--- src/rtl/rx_engine_pkg.sv ---
// Shared definitions for the rx_engine UART receiver: FSM encoding,
// default bit-time width and the frame register length.
package rx_engine_pkg;

  localparam int KW_DEFAULT = 20;
  localparam int FRAME_LEN  = 11;

  typedef enum logic [1:0] {
    IDLE  = 2'd0,
    START = 2'd1,
    DATA  = 2'd2,
    DONE  = 2'd3
  } rx_state_t;

endpackage

--- src/rtl/rx_engine_if.sv ---
// Host-side bundle of the rx_engine: line configuration, serial input and
// the received-frame outputs.
interface rx_engine_if #(parameter int KW = rx_engine_pkg::KW_DEFAULT);

  logic [KW-1:0] K;
  logic          EIGHT;
  logic          PEN;
  logic          OHEL;
  logic          RX_in;
  // RXRDY acts as valid for UART_DATA/PERR/FERR; a one-cycle READS pulse is
  // the consume strobe and drops RXRDY (and OVF) on the following edge.
  logic          READS;
  logic          RXRDY;
  logic [7:0]    UART_DATA;
  logic          PERR;
  logic          FERR;
  logic          OVF;

  modport master (
    output K, EIGHT, PEN, OHEL, RX_in, READS,
    input  RXRDY, UART_DATA, PERR, FERR, OVF
  );

  modport slave (
    input  K, EIGHT, PEN, OHEL, RX_in, READS,
    output RXRDY, UART_DATA, PERR, FERR, OVF
  );

endinterface

--- src/rtl/rx_engine_bittime.sv ---
// Bit-time counter: ticks for one cycle after K (or K>>1 when half-select
// is set) enabled cycles, then restarts from zero.
module rx_bittime
  import rx_engine_pkg::*;
#(
  parameter int KW = KW_DEFAULT
) (
  input  logic          clk,
  input  logic          reset,
  input  logic          i_clear,
  input  logic          i_enable,
  input  logic [KW-1:0] i_k,
  input  logic          i_half,
  output logic          o_tick
);

  logic [KW-1:0] r_cnt;
  logic [KW-1:0] w_last;

  assign w_last = (i_half ? (i_k >> 1) : i_k) - KW'(1);
  assign o_tick = i_enable && (r_cnt == w_last);

  always_ff @(posedge clk or negedge reset) begin
    if (!reset) begin
      r_cnt <= '0;
    end else if (i_clear || o_tick) begin
      r_cnt <= '0;
    end else if (i_enable) begin
      r_cnt <= r_cnt + KW'(1);
    end
  end

endmodule

--- src/rtl/rx_engine.sv ---
// UART receive engine: start-bit qualification, mid-bit sampling, parity
// and framing checks. Define RX_SYNC_EN to add a two-flop input synchronizer.
module rx_engine
  import rx_engine_pkg::*;
#(
  parameter int KW = KW_DEFAULT
) (
  input  logic      clk,
  input  logic      reset,
  rx_engine_if.slave bus,
  output rx_state_t o_state
);

  rx_state_t r_state;
  rx_state_t w_next;
  logic      w_rx;
  logic      w_tick;
  logic      w_clear;
  logic      w_enable;
  logic      w_half;
  logic      w_shift;
  logic      w_done;

  logic [FRAME_LEN-1:0] r_frame;
  logic [3:0]           r_nsamp;
  logic [3:0]           w_n;
  logic [FRAME_LEN-1:0] w_aligned;
  logic [7:0]           w_data;
  logic                 w_par_bit;
  logic                 w_stop;
  logic                 w_perr;

  logic       r_rxrdy;
  logic [7:0] r_data;
  logic       r_perr;
  logic       r_ferr;
  logic       r_ovf;

`ifdef RX_SYNC_EN
  logic [1:0] r_sync;
  always_ff @(posedge clk or negedge reset) begin
    if (!reset) r_sync <= 2'b11;
    else        r_sync <= {r_sync[0], bus.RX_in};
  end
  assign w_rx = r_sync[1];
`else
  assign w_rx = bus.RX_in;
`endif

  rx_bittime #(.KW(KW)) u_bittime (
    .clk      (clk),
    .reset    (reset),
    .i_clear  (w_clear),
    .i_enable (w_enable),
    .i_k      (bus.K),
    .i_half   (w_half),
    .o_tick   (w_tick)
  );

  // Samples per frame: data bits, optional parity, then stop.
  assign w_n = 4'd8 + {3'b000, bus.EIGHT} + {3'b000, bus.PEN};

  always_ff @(posedge clk or negedge reset) begin
    if (!reset) r_state <= IDLE;
    else        r_state <= w_next;
  end

  always_comb begin
    w_next = r_state;
    case (r_state)
      IDLE:    if (!w_rx) w_next = START;
      START:   if (w_tick) w_next = w_rx ? IDLE : DATA;
      DATA:    if (w_tick && (r_nsamp == w_n - 4'd1)) w_next = DONE;
      DONE:    w_next = IDLE;
      default: w_next = IDLE;
    endcase
  end

  always_comb begin
    w_clear  = (r_state == IDLE) || (r_state == DONE);
    w_enable = (r_state == START) || (r_state == DATA);
    w_half   = (r_state == START);
    w_shift  = (r_state == DATA) && w_tick;
    w_done   = (r_state == DONE);
  end

  // Samples enter at the top so the frame ends up right-justified after a shift.
  always_ff @(posedge clk or negedge reset) begin
    if (!reset) begin
      r_frame <= '0;
      r_nsamp <= '0;
    end else begin
      if (w_shift) r_frame <= {w_rx, r_frame[FRAME_LEN-1:1]};
      if (r_state != DATA) r_nsamp <= '0;
      else if (w_shift)    r_nsamp <= r_nsamp + 4'd1;
    end
  end

  assign w_aligned = r_frame >> (4'(FRAME_LEN) - w_n);
  assign w_data    = {bus.EIGHT & w_aligned[7], w_aligned[6:0]};
  assign w_par_bit = bus.EIGHT ? w_aligned[8] : w_aligned[7];
  assign w_stop    = w_aligned[w_n - 4'd1];
  assign w_perr    = bus.PEN & ((^w_data ^ w_par_bit) != bus.OHEL);

  always_ff @(posedge clk or negedge reset) begin
    if (!reset) begin
      r_rxrdy <= 1'b0;
      r_data  <= '0;
      r_perr  <= 1'b0;
      r_ferr  <= 1'b0;
      r_ovf   <= 1'b0;
    end else if (w_done) begin
      r_data  <= w_data;
      r_perr  <= w_perr;
      r_ferr  <= ~w_stop;
      r_rxrdy <= 1'b1;
      if (bus.READS)    r_ovf <= 1'b0;
      else if (r_rxrdy) r_ovf <= 1'b1;
    end else if (bus.READS) begin
      r_rxrdy <= 1'b0;
      r_ovf   <= 1'b0;
    end
  end

  assign bus.RXRDY     = r_rxrdy;
  assign bus.UART_DATA = r_data;
  assign bus.PERR      = r_perr;
  assign bus.FERR      = r_ferr;
  assign bus.OVF       = r_ovf;
  assign o_state       = r_state;

endmodule
--- src/flat_wrapper.sv ---
// flat-port wrapper written by rule: the top's interface ports become plain ports
module rx_engine_flat import rx_engine_pkg::*;
#(
  parameter int KW = KW_DEFAULT
)
  (clk, reset, o_state, bus_K, bus_EIGHT, bus_PEN, bus_OHEL, bus_RX_in, bus_READS, bus_RXRDY, bus_UART_DATA, bus_PERR, bus_FERR, bus_OVF);
  rx_engine_if #(.KW(KW)) bus_i ();
  input  logic clk;
  input  logic reset;
  output rx_state_t o_state;
  input wire logic [$bits(bus_i.K)-1:0] bus_K;
  input wire logic [$bits(bus_i.EIGHT)-1:0] bus_EIGHT;
  input wire logic [$bits(bus_i.PEN)-1:0] bus_PEN;
  input wire logic [$bits(bus_i.OHEL)-1:0] bus_OHEL;
  input wire logic [$bits(bus_i.RX_in)-1:0] bus_RX_in;
  input wire logic [$bits(bus_i.READS)-1:0] bus_READS;
  output wire logic [$bits(bus_i.RXRDY)-1:0] bus_RXRDY;
  output wire logic [$bits(bus_i.UART_DATA)-1:0] bus_UART_DATA;
  output wire logic [$bits(bus_i.PERR)-1:0] bus_PERR;
  output wire logic [$bits(bus_i.FERR)-1:0] bus_FERR;
  output wire logic [$bits(bus_i.OVF)-1:0] bus_OVF;
  assign bus_i.K = bus_K;
  assign bus_i.EIGHT = bus_EIGHT;
  assign bus_i.PEN = bus_PEN;
  assign bus_i.OHEL = bus_OHEL;
  assign bus_i.RX_in = bus_RX_in;
  assign bus_i.READS = bus_READS;
  assign bus_RXRDY = bus_i.RXRDY;
  assign bus_UART_DATA = bus_i.UART_DATA;
  assign bus_PERR = bus_i.PERR;
  assign bus_FERR = bus_i.FERR;
  assign bus_OVF = bus_i.OVF;
  rx_engine #(.KW(KW)) u_core (.clk(clk), .reset(reset), .bus(bus_i), .o_state(o_state));
endmodule
--- config.mk ---
export PLATFORM = sky130hd
export DESIGN_NAME = rx_engine_flat
export DESIGN_NICKNAME = d
export VERILOG_FILES = /design/src/rtl/rx_engine_pkg.sv /design/src/rtl/rx_engine_if.sv /design/src/rtl/rx_engine_bittime.sv /design/src/rtl/rx_engine.sv /design/src/flat_wrapper.sv
export SDC_FILE = /design/constraint.sdc
export NUM_CORES = 1
export LEC_CHECK = 0
export BUFFER_PORTS_ARGS = -buffer_cell sky130_fd_sc_hd__buf_2
export CAP_MARGIN = 20
export CORE_MARGIN = 4
export CORE_UTILIZATION = 30
export DETAILED_ROUTE_END_ITERATION = 8
export GPL_TIMING_DRIVEN = 0
export PLACE_DENSITY_LB_ADDON = 0.2
export SYNTH_ARGS = -nofsm -noshare
export SYNTH_HDL_FRONTEND = slang
export SYNTH_SLANG_ARGS = --single-unit
--- constraint.sdc ---
create_clock -name clk -period 5.5 [get_ports clk]
set_clock_uncertainty 0.2 [all_clocks]
set_input_delay 0.825 -clock clk [delete_from_list [all_inputs] [get_ports clk]]
set_output_delay 0.825 -clock clk [all_outputs]
set_load 0.1 [all_outputs]
==> PnR_summary.wiki, run 1 <==
{| class="wikitable"
! Metric !! Value
|-
| Worst Path Arrival || 4.95 ns
|-
| Synth Warn # || 0
|-
| Layout cell share with drive strength beyond 1 || 18.85%
|-
| Number of global-route vias before repair || between 3000 and 4000
|-
| Static leakage || 0.001939 uW
|-
| Count of vias placed by the detailed router || ~3300
|-
| Leading register cell type out of synthesis || sky130_fd_sc_hd__dfrtp_1
|-
| Worst relative slew slack || between 50% and 60%
|-
| Final Wtd Congestion || 0.8615
|-
| Worst IR Drop VDD || 0.1190 mV
|-
| Placed Cells incl. Taps || 650
|-
| Cell area after synthesis || 3945 um2
|-
| Fraction of the core area covered by cells at the end of the flow || a little over a third
|-
| Commonest non-fill, non-tap cell in the layout || sky130_fd_sc_hd__dfrtp_1
|-
| Number of H-tree branching levels || 2
|-
| Synth-to-layout area growth || 15.29%
|-
| Global route overflow || 0
|-
| Post-detailed-placement half-perimeter wirelength || 7714 um
|-
| Routed wire length per instance || approximately 15 um
|-
| Tot GR Track Use || 13.70%
|-
| Starting Density || 31.01%
|-
| Proportion of synthesized chip area in sequential cells || between 30% and 40%
|-
| Kind of start point of the critical path || register
|-
| I/O pin count || 41
|-
| Placed Instance Area || between 4000 and 5000 um2
|-
| Initial antenna violation count || 0
|-
| Maximum clock rate || about 200 MHz
|-
| MaxCap Viol Count || 0
|-
| Layout Cells excl Fill || 660
|-
| Clock Path Buffers || 2
|-
| Antenna-violating nets left || 0
|-
| Most frequent cells in the layout || sky130_fd_sc_hd__dfrtp_1 (49), sky130_fd_sc_hd__nor2_1 (41), sky130_fd_sc_hd__buf_2 (39)
|-
| Run status || finished, final reports clean
|-
| Width of the chip || around 120 um
|-
| Total number of placement rows || between 40 and 50
|-
| Post-synthesis instance total || approximately 440
|-
| Final Net Count || 526
|-
| Final period demand of the worst path || 4.973 ns
|-
| Buffers added on ports || 36
|-
| Final-report hold violation count || 0
|-
| Worst EP required || 5.47 ns
|-
| Finished layout cell area || ~4500 um2
|-
| Total Die Area || 15050 um2
|-
| Highest fanout seen on the critical path || 19
|-
| Die Ht || 122.7 um
|-
| Clock root cell || sky130_fd_sc_hd__clkbuf_16
|-
| Wire length of the first global-routing pass || 16830 um
|-
| Final count of pins violating max slew || 0
|-
| Final setup vio count || 0
|-
| Power per cell area || 274.9 nW/um2
|-
| Unique cell type count in the Yosys netlist || 65
|-
| Hold-fix buffers at CTS || 0
|-
| Worst hold path type || in2async
|-
| Detail-routed via count per cell || between 5 and 6
|-
| Wirelength, routed || between 9000 and 10000 um
|-
| DR iter-0 viols || ~230
|-
| Clock transition time at the flip-flop clock pins of the worst setup and hold paths || 0.07 ns
|-
| Sink count of the clock tree || approximately 50
|-
| Period utilization || 90.43%
|-
| Post-synth net total || 479
|-
| Transition time at the pin with the least slew margin || 0.6897 ns
|-
| TritonCTS clock tree || built
|-
| DRC Markers || 0
|-
| Core region area || 12720 um2
|-
| Nature of the critical path endpoint || register
|-
| Path type of the worst setup path || reg2reg
|-
| Count of inserted antenna diode cells || 0
|-
| Clock insertion delay at the later pin of the skew report || 0.29 ns
|-
| Mean Syn Cell Area || about 8.9 um2
|-
| Number of enable-type register cells in the synthesized netlist || 0
|-
| Unrepaired setup endpoints after global routing || false
|-
| Largest net degree at the start of global routing || 39
|-
| Clock buffer count from CTS || 5
|-
| Post-synthesis async set-or-reset flop share || 100.0%
|-
| DRT Pass-1 Iters || 4
|-
| Number of flip-flops and latches in the synthesized netlist || 49
|}
cell type report:
class | instances | area [um2]
clock buffers | 6 | 128.9
well taps | 172 | 215.2
repair buffers | 41 | 230.2
clock inverters | 1 | 8.758
plain buffers | 24 | 123.9
fillers | 1375 | 8174
inverters | 14 | 52.55
flip-flops and latches | 49 | 1226
multi-input cells | 353 | 2562
worst paths after layout:
check	to	slack, ns	cells past startpoint
min in group clk	u_core.bus.OVF$_DFFE_PN0P_	0.30	2
worst max-delay path	u_core.r_frame[2]$_DFFE_PN0P_	0.53	17
worst max register to register	u_core.r_frame[2]$_DFFE_PN0P_	0.53	17
worst min register to register	u_core.bus.OVF$_DFFE_PN0P_	0.30	2
max in group asynchronous	u_core.r_frame[10]$_DFFE_PN0P_	4.36	2
worst min-delay path	u_core.bus.UART_DATA[2]$_DFFE_PN0P_	0.22	1
state kept, by name, indices dropped and copies added, names as in the netlist, named ones only:
register,count
u_core.bus.PERR,1
u_core.bus.UART_DATA,8
u_core.bus.FERR,1
u_core.bus.OVF,1
u_core.o_state,1
u_core.r_nsamp,4
u_core.u_bittime.r_cnt,20
u_core.bus.RXRDY,1
u_core.r_frame,11
cell usage after synthesis, drive strengths merged, types with 10 or more instances:
library cell	count	area share, %
xnor2	32	7.1
nor2	41	3.9
mux2i	22	5.6
inv	14	1.3
nand3	21	2.7
buf	10	1.7
xor2	23	5.1
mux2	24	7.8
dfrtp	49	31
nand2	31	2.9
a21oi	14	1.8
clkbuf	15	1.4
o21ai	12	1.5
ha	11	3.5
nor3	13	1.9
cell families after synthesis:
group,share of synthesized area (%)
AO/OA/AOI/OAI,13.07
XOR/XNOR,12.21
buffers and inverters,4.440
flip-flops,31.08
adder cells (fa/ha/maj),3.489
AND/OR/NAND/NOR,22.33
multiplexers,13.38
where the power goes:
part	total (uW)	switching (uW)	leakage, uW	internal [uW]
registers	404	24.7	0.000669	379
clock network	300	133	0.0000669	167
logic	547	349	0.00120	198
what timing repair did:
item | 4_1_cts | 5_1_grt
gates resized for setup | 3 | 4
setup endpoints to repair | 37 | 35
setup buffers | 0 | 4
pin swaps | 0 | 2
per-layer routing:
metal	GRT usage (%)	wire [um]	up-vias	part of all wire, %
li1	-	-	1676	-
met3	1.935	345	7	3.5
met5	0	0	-	0
met1	19.47	4755	1611	48
met4	2.519	102	0	1.0
met2	22.34	4729	50	48
stage by stage:
stage	hold slack, ns	TNS [ns]	total power, uW	worst slack, ns
global placement	0.2751	-18.70	948.4	-0.6996
global route	0.2418	0	1340	0.08018
floorplan	0.2803	0	818.4	0.1587
CTS	0.2308	0	1258	0.08270
finish	0.2240	0	1250	0.5266
detailed placement	0.2937	-18.44	955.2	-0.6903
worst max-delay path: stages, from the launching register on:
cell                        delay (ns)
sky130_fd_sc_hd__dfrtp_1          0.45
sky130_fd_sc_hd__inv_1            0.17
sky130_fd_sc_hd__ha_1             0.23
sky130_fd_sc_hd__clkbuf_4         0.31
sky130_fd_sc_hd__clkbuf_2         0.32
sky130_fd_sc_hd__mux2i_1          0.22
sky130_fd_sc_hd__ha_1             0.20
sky130_fd_sc_hd__nor2b_1          0.14
sky130_fd_sc_hd__clkbuf_2         0.20
sky130_fd_sc_hd__nand4_1          0.28
sky130_fd_sc_hd__a2111oi_4        0.46
sky130_fd_sc_hd__nand3_1          0.15
sky130_fd_sc_hd__a211oi_1         0.28
sky130_fd_sc_hd__nand4_1          0.24
sky130_fd_sc_hd__nor3_4           0.34
sky130_fd_sc_hd__and2_4           0.22
sky130_fd_sc_hd__buf_12           0.14
sky130_fd_sc_hd__mux2_4           0.30
(Power assumes the default switching activity.)
==> inputs of run 2 (changes only) <==
==> constraint.sdc (replaced) <==
create_clock -name clk -period 5.8 [get_ports clk]
set_clock_uncertainty 0.2 [all_clocks]
set_input_delay 0.87 -clock clk [delete_from_list [all_inputs] [get_ports clk]]
set_output_delay 0.87 -clock clk [all_outputs]
set_load 0.1 [all_outputs]
==> run 2 against run 1 <==
  * Setup slack worse by 0.0098 ns
  * Clock power shrank 5%
  * Flip-flop and latch count unchanged
  * First-iteration DRC count grew 13%
  * Final area about the same
  * Sequential power shrank 5.2%
  * Largest power group unchanged
  * Wire length grew 0.64%
  * Global-route usage is essentially flat
  * Via count rose by 0.33%
  * Die area did not move
==> PnR_summary.wiki, run 2 (synthesis results as in run 1) <==
{| class="wikitable"
! Metric !! Value
|-
| Run status || finished, final reports clean (unchanged)
|-
| Share of power burned in the clock network || 23.9% (was 24.0%)
|-
| Worst IR Drop VDD || 0.1128 mV (was 0.1190 mV)
|-
| Total Die Area || 15050 um2 (unchanged)
|-
| Most common cell on crit path || sky130_fd_sc_hd__clkbuf_2
|-
| Routed wire length per instance || 15.12 um (was 15.05 um)
|-
| Combinational share of power || 43.9% (was 43.7%)
|-
| Worst relative slew slack || 53.64% (was 53.67%)
|-
| MaxCap Viol Count || 0 (unchanged)
|-
| TritonCTS clock tree || built (unchanged)
|-
| Share of total power consumed by net switching || 40.69% (was 40.50%)
|-
| Fraction of the core area covered by cells at the end of the flow || 35.77% (was 35.75%)
|-
| Count of vias placed by the detailed router || 3355 (was 3344)
|-
| Nature of the critical path endpoint || register (unchanged)
|-
| Flip-flop count of the largest register, all copies and words added || 20 (unchanged)
|-
| Worst EP required || 5.77 ns (was 5.47 ns)
|-
| Wire length on met2 || 4719 um (was 4729 um)
|-
| Most frequent cells in the layout || sky130_fd_sc_hd__dfrtp_1 (49), sky130_fd_sc_hd__nor2_1 (41), sky130_fd_sc_hd__buf_2 (40) (was sky130_fd_sc_hd__dfrtp_1 (49), sky130_fd_sc_hd__nor2_1 (41), sky130_fd_sc_hd__buf_2 (39))
|-
| Maximum clock rate || 189.3 MHz (was 201.1 MHz)
|-
| Max incr delay on CP || 0.46 ns (about the same)
|-
| Worst hold path type || in2async (unchanged)
|-
| Net switching power || 484.4 uW (was 506.5 uW)
|-
| Layout cell share with drive strength beyond 1 || 19.02% (was 18.85%)
|-
| Met3 routed wirelength || 299 um (was 345 um)
|-
| Wire length of the first global-routing pass || 16880 um (was 16830 um)
|-
| Highest fanout seen on the critical path || 10 (was 19)
|-
| Final setup vio count || 0 (unchanged)
|-
| Number of global-route vias before repair || 3332 (was 3325)
|-
| Post-detailed-placement half-perimeter wirelength || 7714 um (unchanged)
|-
| Hold-fix buffers at CTS || 0 (unchanged)
|-
| Initial antenna violation count || 0 (unchanged)
|-
| Reg-to-reg slack, setup || 0.52 ns (was 0.53 ns)
|-
| Starting Density || 31.01% (unchanged)
|-
| Number of H-tree branching levels || 2 (unchanged)
|-
| Transition time at the pin with the least slew margin || 0.6900 ns (was 0.6897 ns)
|-
| DRT Pass-1 Iters || 4 (unchanged)
|-
| Kind of start point of the critical path || register (unchanged)
|-
| DRC Markers || 0 (unchanged)
|-
| Core region area || 12720 um2 (unchanged)
|-
| Global route overflow || 0 (unchanged)
|-
| Tot GR Track Use || 13.75% (was 13.70%)
|-
| I/O pin count || 41 (unchanged)
|-
| Sink count of the clock tree || 49 (unchanged)
|-
| Unrepaired setup endpoints after global routing || false (unchanged)
|-
| Final-report hold violation count || 0 (unchanged)
|-
| Count of inserted antenna diode cells || 0 (unchanged)
|-
| Clock transition time at the flip-flop clock pins of the worst setup and hold paths || 0.07 ns (about the same)
|-
| Post-layout power || 1190 uW (was 1250 uW)
|-
| Detail-routed via count per cell || 5.076 (was 5.067)
|-
| Clock root cell || sky130_fd_sc_hd__clkbuf_16 (unchanged)
|-
| Width of the chip || 122.7 um (unchanged)
|-
| Final Net Count || 527 (was 526)
|-
| Buffers added on ports || 36 (unchanged)
|-
| Clock buffer count from CTS || 5 (unchanged)
|-
| Final period demand of the worst path || 5.283 ns (was 4.973 ns)
|-
| Final Wtd Congestion || 0.8615 (unchanged)
|-
| DR iter-0 viols || 263 (was 232)
|-
| List of cells traversed by the critical path || inv_1 -> ha_1 -> buf_2 -> clkbuf_2 -> clkbuf_2 -> mux2i_1 -> ha_1 -> nor2b_1 -> clkbuf_2 -> nand4_1 -> a2111oi_4 -> nand3_1 -> a211oi_1 -> nand4_1 -> nor3_4 -> and2_4 -> buf_12 -> mux2_4 (was inv_1 -> ha_1 -> clkbuf_4 -> clkbuf_2 -> mux2i_1 -> ha_1 -> nor2b_1 -> clkbuf_2 -> nand4_1 -> a2111oi_4 -> nand3_1 -> a211oi_1 -> nand4_1 -> nor3_4 -> and2_4 -> buf_12 -> mux2_4)
|-
| Largest net degree at the start of global routing || 39 (unchanged)
|-
| WL met1 || 4867 um (was 4755 um)
|-
| Critical R2R Capture || u_core.r_frame[2]$_DFFE_PN0P_ (unchanged)
|-
| Path type of the worst setup path || reg2reg (unchanged)
|-
| Highest layer used for signal routing || met4 (unchanged)
|-
| Power per cell area || 261.6 nW/um2 (was 274.9 nW/um2)
|-
| Worst Path Arrival || 5.26 ns (was 4.95 ns)
|-
| Wirelength, routed || 9996 um (was 9932 um)
|-
| Antenna-violating nets left || 0 (unchanged)
|-
| Total number of placement rows || 41 (unchanged)
|-
| Share of power burned in registers || 32.2% (was 32.3%)
|-
| Largest Register || u_core.u_bittime.r_cnt (unchanged)
|-
| Clock Path Buffers || 2 (unchanged)
|-
| Synth-to-layout area growth || 15.35% (was 15.29%)
|-
| Period utilization || 91.09% (was 90.43%)
|-
| Slowest cell on crit path || sky130_fd_sc_hd__a2111oi_4 (unchanged)
|-
| Die Ht || 122.7 um (unchanged)
|-
| Internal power of the cells || 706.0 uW (was 744.0 uW)
|-
| Final count of pins violating max slew || 0 (unchanged)
|-
| FF-to-FF path depth || 18 (was 17)
|-
| Commonest non-fill, non-tap cell in the layout || sky130_fd_sc_hd__dfrtp_1 (unchanged)
|-
| Clock insertion delay at the later pin of the skew report || 0.29 ns (about the same)
|-
| Static leakage || 0.001942 uW (was 0.001939 uW)
|}
run 2: power groups by stage:
stage,logic (uW),registers [uW],clock network [uW]
3_3_place_gp,510,389,0
3_5_place_dp,516,390,0
2_1_floorplan,336,441,0
6_report,523,383,284
4_1_cts,520,384,294
5_1_grt,578,386,310
run 2: worst max-delay path: cells and delay by family (launching register included):
| kind | cells | cell delay [ns] |
|---|---|---|
| muxes | 2 | 0.52 |
| buffers and inverters | 6 | 1.40 |
| AOI/OAI and AO/OA | 2 | 0.75 |
| adders and majority gates | 2 | 0.44 |
| DFF | 1 | 0.45 |
| and+or+nand+nor | 6 | 1.42 |
run 2: cell type report:
| cell class | count | area [um2] |
|---|---|---|
| Buffer | 25 | 126.4 |
| Clock buffer | 6 | 128.9 |
| Clock inverter | 1 | 8.758 |
| Fill cell | 1373 | 8172 |
| Inverter | 14 | 52.55 |
| Multi-Input combinational cell | 353 | 2562 |
| Sequential cell | 49 | 1226 |
| Tap cell | 172 | 215.2 |
| Timing Repair Buffer | 41 | 230.2 |
run 2: through the flow:
stage	worst slack [ns]	TNS (ns)	instances	instance area [um2]	hold slack [ns]
floorplan	0.4587	0	441	3945	0.2803
global placement	-0.3996	-7.799	649	4340	0.2751
detailed placement	-0.3903	-7.520	650	4360	0.2937
CTS	0.05451	0	657	4506	0.2758
global route	0.1156	0	661	4551	0.2868
finish	0.5169	0	661	4551	0.2691
run 2: worst max-delay path by stage:
stage                                  startpoint                             end  slack, ns  depth (start not counted)
finish                                   register   u_core.r_frame[2]$_DFFE_PN0P_       0.52                         18
global route                             register  u_core.r_frame[10]$_DFFE_PN0P_       0.12                         18
CTS                                      register  u_core.r_frame[10]$_DFFE_PN0P_       0.05                         18
detailed placement                       register   u_core.r_frame[2]$_DFFE_PN0P_      -0.39                         18
global placement                         register   u_core.r_frame[3]$_DFFE_PN0P_      -0.40                         18
floorplan           u_core.o_state[0]$_DFFE_PN0P_  u_core.r_frame[10]$_DFFE_PN0P_       0.46                         17
run 2: what timing repair did:
item	in CTS	in global routing
pin swaps	0	2
endpoints found under the setup margin	36	36
buffers inserted	0	4
hold endpoints to repair	0	0
gates resized for setup	3	5
run 2: routing by layer:
metal / GRT usage [%] / up-vias
met5: 0 / -
met1: 19.53 / 1624
met3: 1.935 / 9
met2: 22.45 / 48
li1: - / 1674
met4: 2.519 / 0
==> inputs of run 3 (changes only) <==
--- a/config.mk
+++ b/config.mk
@@ -11,7 +11,8 @@
 export CORE_UTILIZATION = 30
 export DETAILED_ROUTE_END_ITERATION = 8
 export GPL_TIMING_DRIVEN = 0
-export PLACE_DENSITY_LB_ADDON = 0.2
+export MAX_ROUTING_LAYER = met4
+export PLACE_DENSITY = 0.42
 export SYNTH_ARGS = -nofsm -noshare
 export SYNTH_HDL_FRONTEND = slang
 export SYNTH_SLANG_ARGS = --single-unit
==> run 3 against run 2 <==
  * First-iteration DRC count down 38%
  * Final area up 0.17%
  * Flip-flop and latch count unchanged
  * Via count up 0.69%
  * Utilization up 0.059 points
  * Fmax down 2.2%
  * Cell count down 0.30%
  * Global-route usage up 1.4 points
  * Largest cell class unchanged
==> PnR_summary.wiki, run 3 (synthesis results as in run 1) <==
{| class="wikitable"
! Metric !! Value
|-
| Global route overflow || 0 (unchanged)
|-
| Share of total power consumed by net switching || 39.53% (was 40.69%)
|-
| Post-detailed-placement half-perimeter wirelength || 8113 um (was 7714 um)
|-
| Kind of start point of the critical path || register (unchanged)
|-
| Worst Path Arrival || 5.38 ns (was 5.26 ns)
|-
| Most frequent cells in the layout || sky130_fd_sc_hd__dfrtp_1 (49), sky130_fd_sc_hd__nor2_1 (41), sky130_fd_sc_hd__buf_2 (40) (unchanged)
|-
| Worst hold path type || reg2reg (was in2async)
|-
| Total Neg Setup Slack || 0 ns (unchanged)
|-
| Layout Cells excl Fill || 659 (was 661)
|-
| Commonest non-fill, non-tap cell in the layout || sky130_fd_sc_hd__dfrtp_1 (unchanged)
|-
| Total number of placement rows || 41 (unchanged)
|-
| Final Wtd Congestion || 0.8979 (was 0.8615)
|-
| Number of H-tree branching levels || 2 (unchanged)
|-
| Buffers added on ports || 36 (unchanged)
|-
| Maximum clock rate || 185.1 MHz (was 189.3 MHz)
|-
| Clock Path Buffers || 2 (unchanged)
|-
| MaxCap Viol Count || 0 (unchanged)
|-
| Static leakage || 0.001947 uW (was 0.001942 uW)
|-
| Number of global-route vias before repair || 3427 (was 3332)
|-
| Starting Density || 31.01% (unchanged)
|-
| Antenna-violating nets left || 0 (unchanged)
|-
| Width of the chip || 122.7 um (unchanged)
|-
| Worst relative slew slack || 51.26% (was 53.64%)
|-
| Die Ht || 122.7 um (unchanged)
|-
| DRC Markers || 0 (unchanged)
|-
| Sink count of the clock tree || 49 (unchanged)
|-
| Placed Cells incl. Taps || 650 (unchanged)
|-
| Final-report hold violation count || 0 (unchanged)
|-
| Count of inserted antenna diode cells || 0 (unchanged)
|-
| Worst slack at placement || -0.4900 ns (was -0.3903 ns)
|-
| Post-layout power || 1237 uW (was 1190 uW)
|-
| Final setup vio count || 0 (unchanged)
|-
| Transition time at the pin with the least slew margin || 0.7312 ns (was 0.6900 ns)
|-
| Total Die Area || 15050 um2 (unchanged)
|-
| Flip-flop count of the largest register, all copies and words added || 20 (unchanged)
|-
| TritonCTS clock tree || built (unchanged)
|-
| Share of power burned in the clock network || 27.0% (was 23.9%)
|-
| Worst Hold Margin || 0.3036 ns (was 0.2691 ns)
|-
| Final Net Count || 525 (was 527)
|-
| Tot GR Track Use || 15.12% (was 13.75%)
|-
| Nature of the critical path endpoint || register (unchanged)
|-
| DR iter-0 viols || 162 (was 263)
|-
| Count of vias placed by the detailed router || 3378 (was 3355)
|-
| Routed wire length per instance || 15.76 um (was 15.12 um)
|-
| Wirelength, routed || 10390 um (was 9996 um)
|-
| Initial antenna violation count || 0 (unchanged)
|-
| Final count of pins violating max slew || 0 (unchanged)
|-
| Run status || finished, final reports clean (unchanged)
|-
| Detail-routed via count per cell || 5.126 (was 5.076)
|-
| DRT Pass-1 Iters || 4 (unchanged)
|-
| Power per cell area || 271.3 nW/um2 (was 261.6 nW/um2)
|-
| Worst EP required || 5.78 ns (was 5.77 ns)
|-
| Worst IR Drop VDD || 0.1011 mV (was 0.1128 mV)
|-
| Setup slack after layout || 0.3980 ns (was 0.5169 ns)
|-
| Hold-fix buffers at CTS || 0 (unchanged)
|-
| Combinational share of power || 42.0% (was 43.9%)
|-
| Clock transition time at the flip-flop clock pins of the worst setup and hold paths || 0.07 ns (about the same)
|-
| Largest net degree at the start of global routing || 30 (was 39)
|-
| Clock buffer count from CTS || 5 (unchanged)
|-
| Clock insertion delay at the later pin of the skew report || 0.29 ns (about the same)
|-
| Wire length of the first global-routing pass || 17700 um (was 16880 um)
|-
| Core region area || 12720 um2 (unchanged)
|-
| Internal power of the cells || 748.0 uW (was 706.0 uW)
|-
| Share of power burned in registers || 31.0% (was 32.2%)
|-
| Unrepaired setup endpoints after global routing || false (unchanged)
|-
| Final period demand of the worst path || 5.402 ns (was 5.283 ns)
|-
| Clock root cell || sky130_fd_sc_hd__clkbuf_16 (unchanged)
|-
| I/O pin count || 41 (unchanged)
|-
| Net switching power || 488.9 uW (was 484.4 uW)
|-
| Highest fanout seen on the critical path || 19 (was 10)
|-
| Period utilization || 93.14% (was 91.09%)
|-
| Layout cell share with drive strength beyond 1 || 18.69% (was 19.02%)
|-
| Largest Register || u_core.u_bittime.r_cnt (unchanged)
|-
| Layout fillers || 1370 (was 1373)
|-
| Synth-to-layout area growth || 15.54% (was 15.35%)
|-
| Path type of the worst setup path || reg2reg (unchanged)
|}
## run 3: power by group through the flow
stage	combinational (uW)	clock [uW]	sequential [uW]
6_report	520	334	384
5_1_grt	573	362	387
3_3_place_gp	516	0	391
2_1_floorplan	336	0	441
3_5_place_dp	519	0	390
4_1_cts	519	346	384
## run 3: cell type report
class	count	area (um2)	share of cell area [%]
well taps	172	215.2	4.721
inverters	14	52.55	1.153
plain buffers	24	120.1	2.635
clock inverters	2	38.79	0.8509
flip-flops and latches	49	1226	26.90
repair buffers	40	230.2	5.051
clock buffers	5	125.1	2.745
multi-input cells	353	2550	55.94
## run 3: stage by stage
step                cell area (um2)  utilization, %
floorplan                      3945               -
global placement               4340           34.12
detailed placement             4368           34.33
CTS                            4536           35.65
global route                   4558           35.83
finish                         4558           35.83
## run 3: layer usage
metal | track usage [%] | wire length [um]
met4 | 3.009 | 99
met3 | 2.258 | 262
met2 | 22.07 | 4554
met1 | 22.23 | 5470
met5 | - | 0
## run 3: worst paths after layout
path	from	cells after the start	slack [ns]	end
min reg2reg	u_core.bus.OVF$_DFFE_PN0P_	2	0.30	u_core.bus.OVF$_DFFE_PN0P_
min	u_core.bus.OVF$_DFFE_PN0P_	2	0.30	u_core.bus.OVF$_DFFE_PN0P_
max	register	17	0.40	u_core.r_frame[2]$_DFFE_PN0P_
max reg2reg	register	17	0.40	u_core.r_frame[2]$_DFFE_PN0P_
min in group asynchronous	reset	1	0.44	u_core.r_frame[8]$_DFFE_PN0P_
max in group asynchronous	reset	2	4.41	u_core.r_frame[0]$_DFFE_PN0P_
## run 3: timing repair
item,4_1_cts,5_1_grt
resized for setup,3,0
endpoints found under the setup margin,36,11
setup buffers,0,3
pin swaps,0,1
## run 3: worst max-delay path, cell delays in order, from the launching register on
cell	delay, ns
sky130_fd_sc_hd__dfrtp_1	0.43
sky130_fd_sc_hd__inv_1	0.16
sky130_fd_sc_hd__ha_1	0.23
sky130_fd_sc_hd__buf_2	0.38
sky130_fd_sc_hd__clkbuf_2	0.34
sky130_fd_sc_hd__mux2i_1	0.23
sky130_fd_sc_hd__ha_1	0.20
sky130_fd_sc_hd__nor2b_1	0.13
sky130_fd_sc_hd__clkbuf_1	0.32
sky130_fd_sc_hd__nand4_1	0.34
sky130_fd_sc_hd__a2111oi_2	0.56
sky130_fd_sc_hd__nand3_1	0.19
sky130_fd_sc_hd__a211oi_1	0.30
sky130_fd_sc_hd__nand4_1	0.26
sky130_fd_sc_hd__nor3_4	0.35
sky130_fd_sc_hd__and2_4	0.22
sky130_fd_sc_hd__buf_12	0.14
sky130_fd_sc_hd__mux2_4	0.30
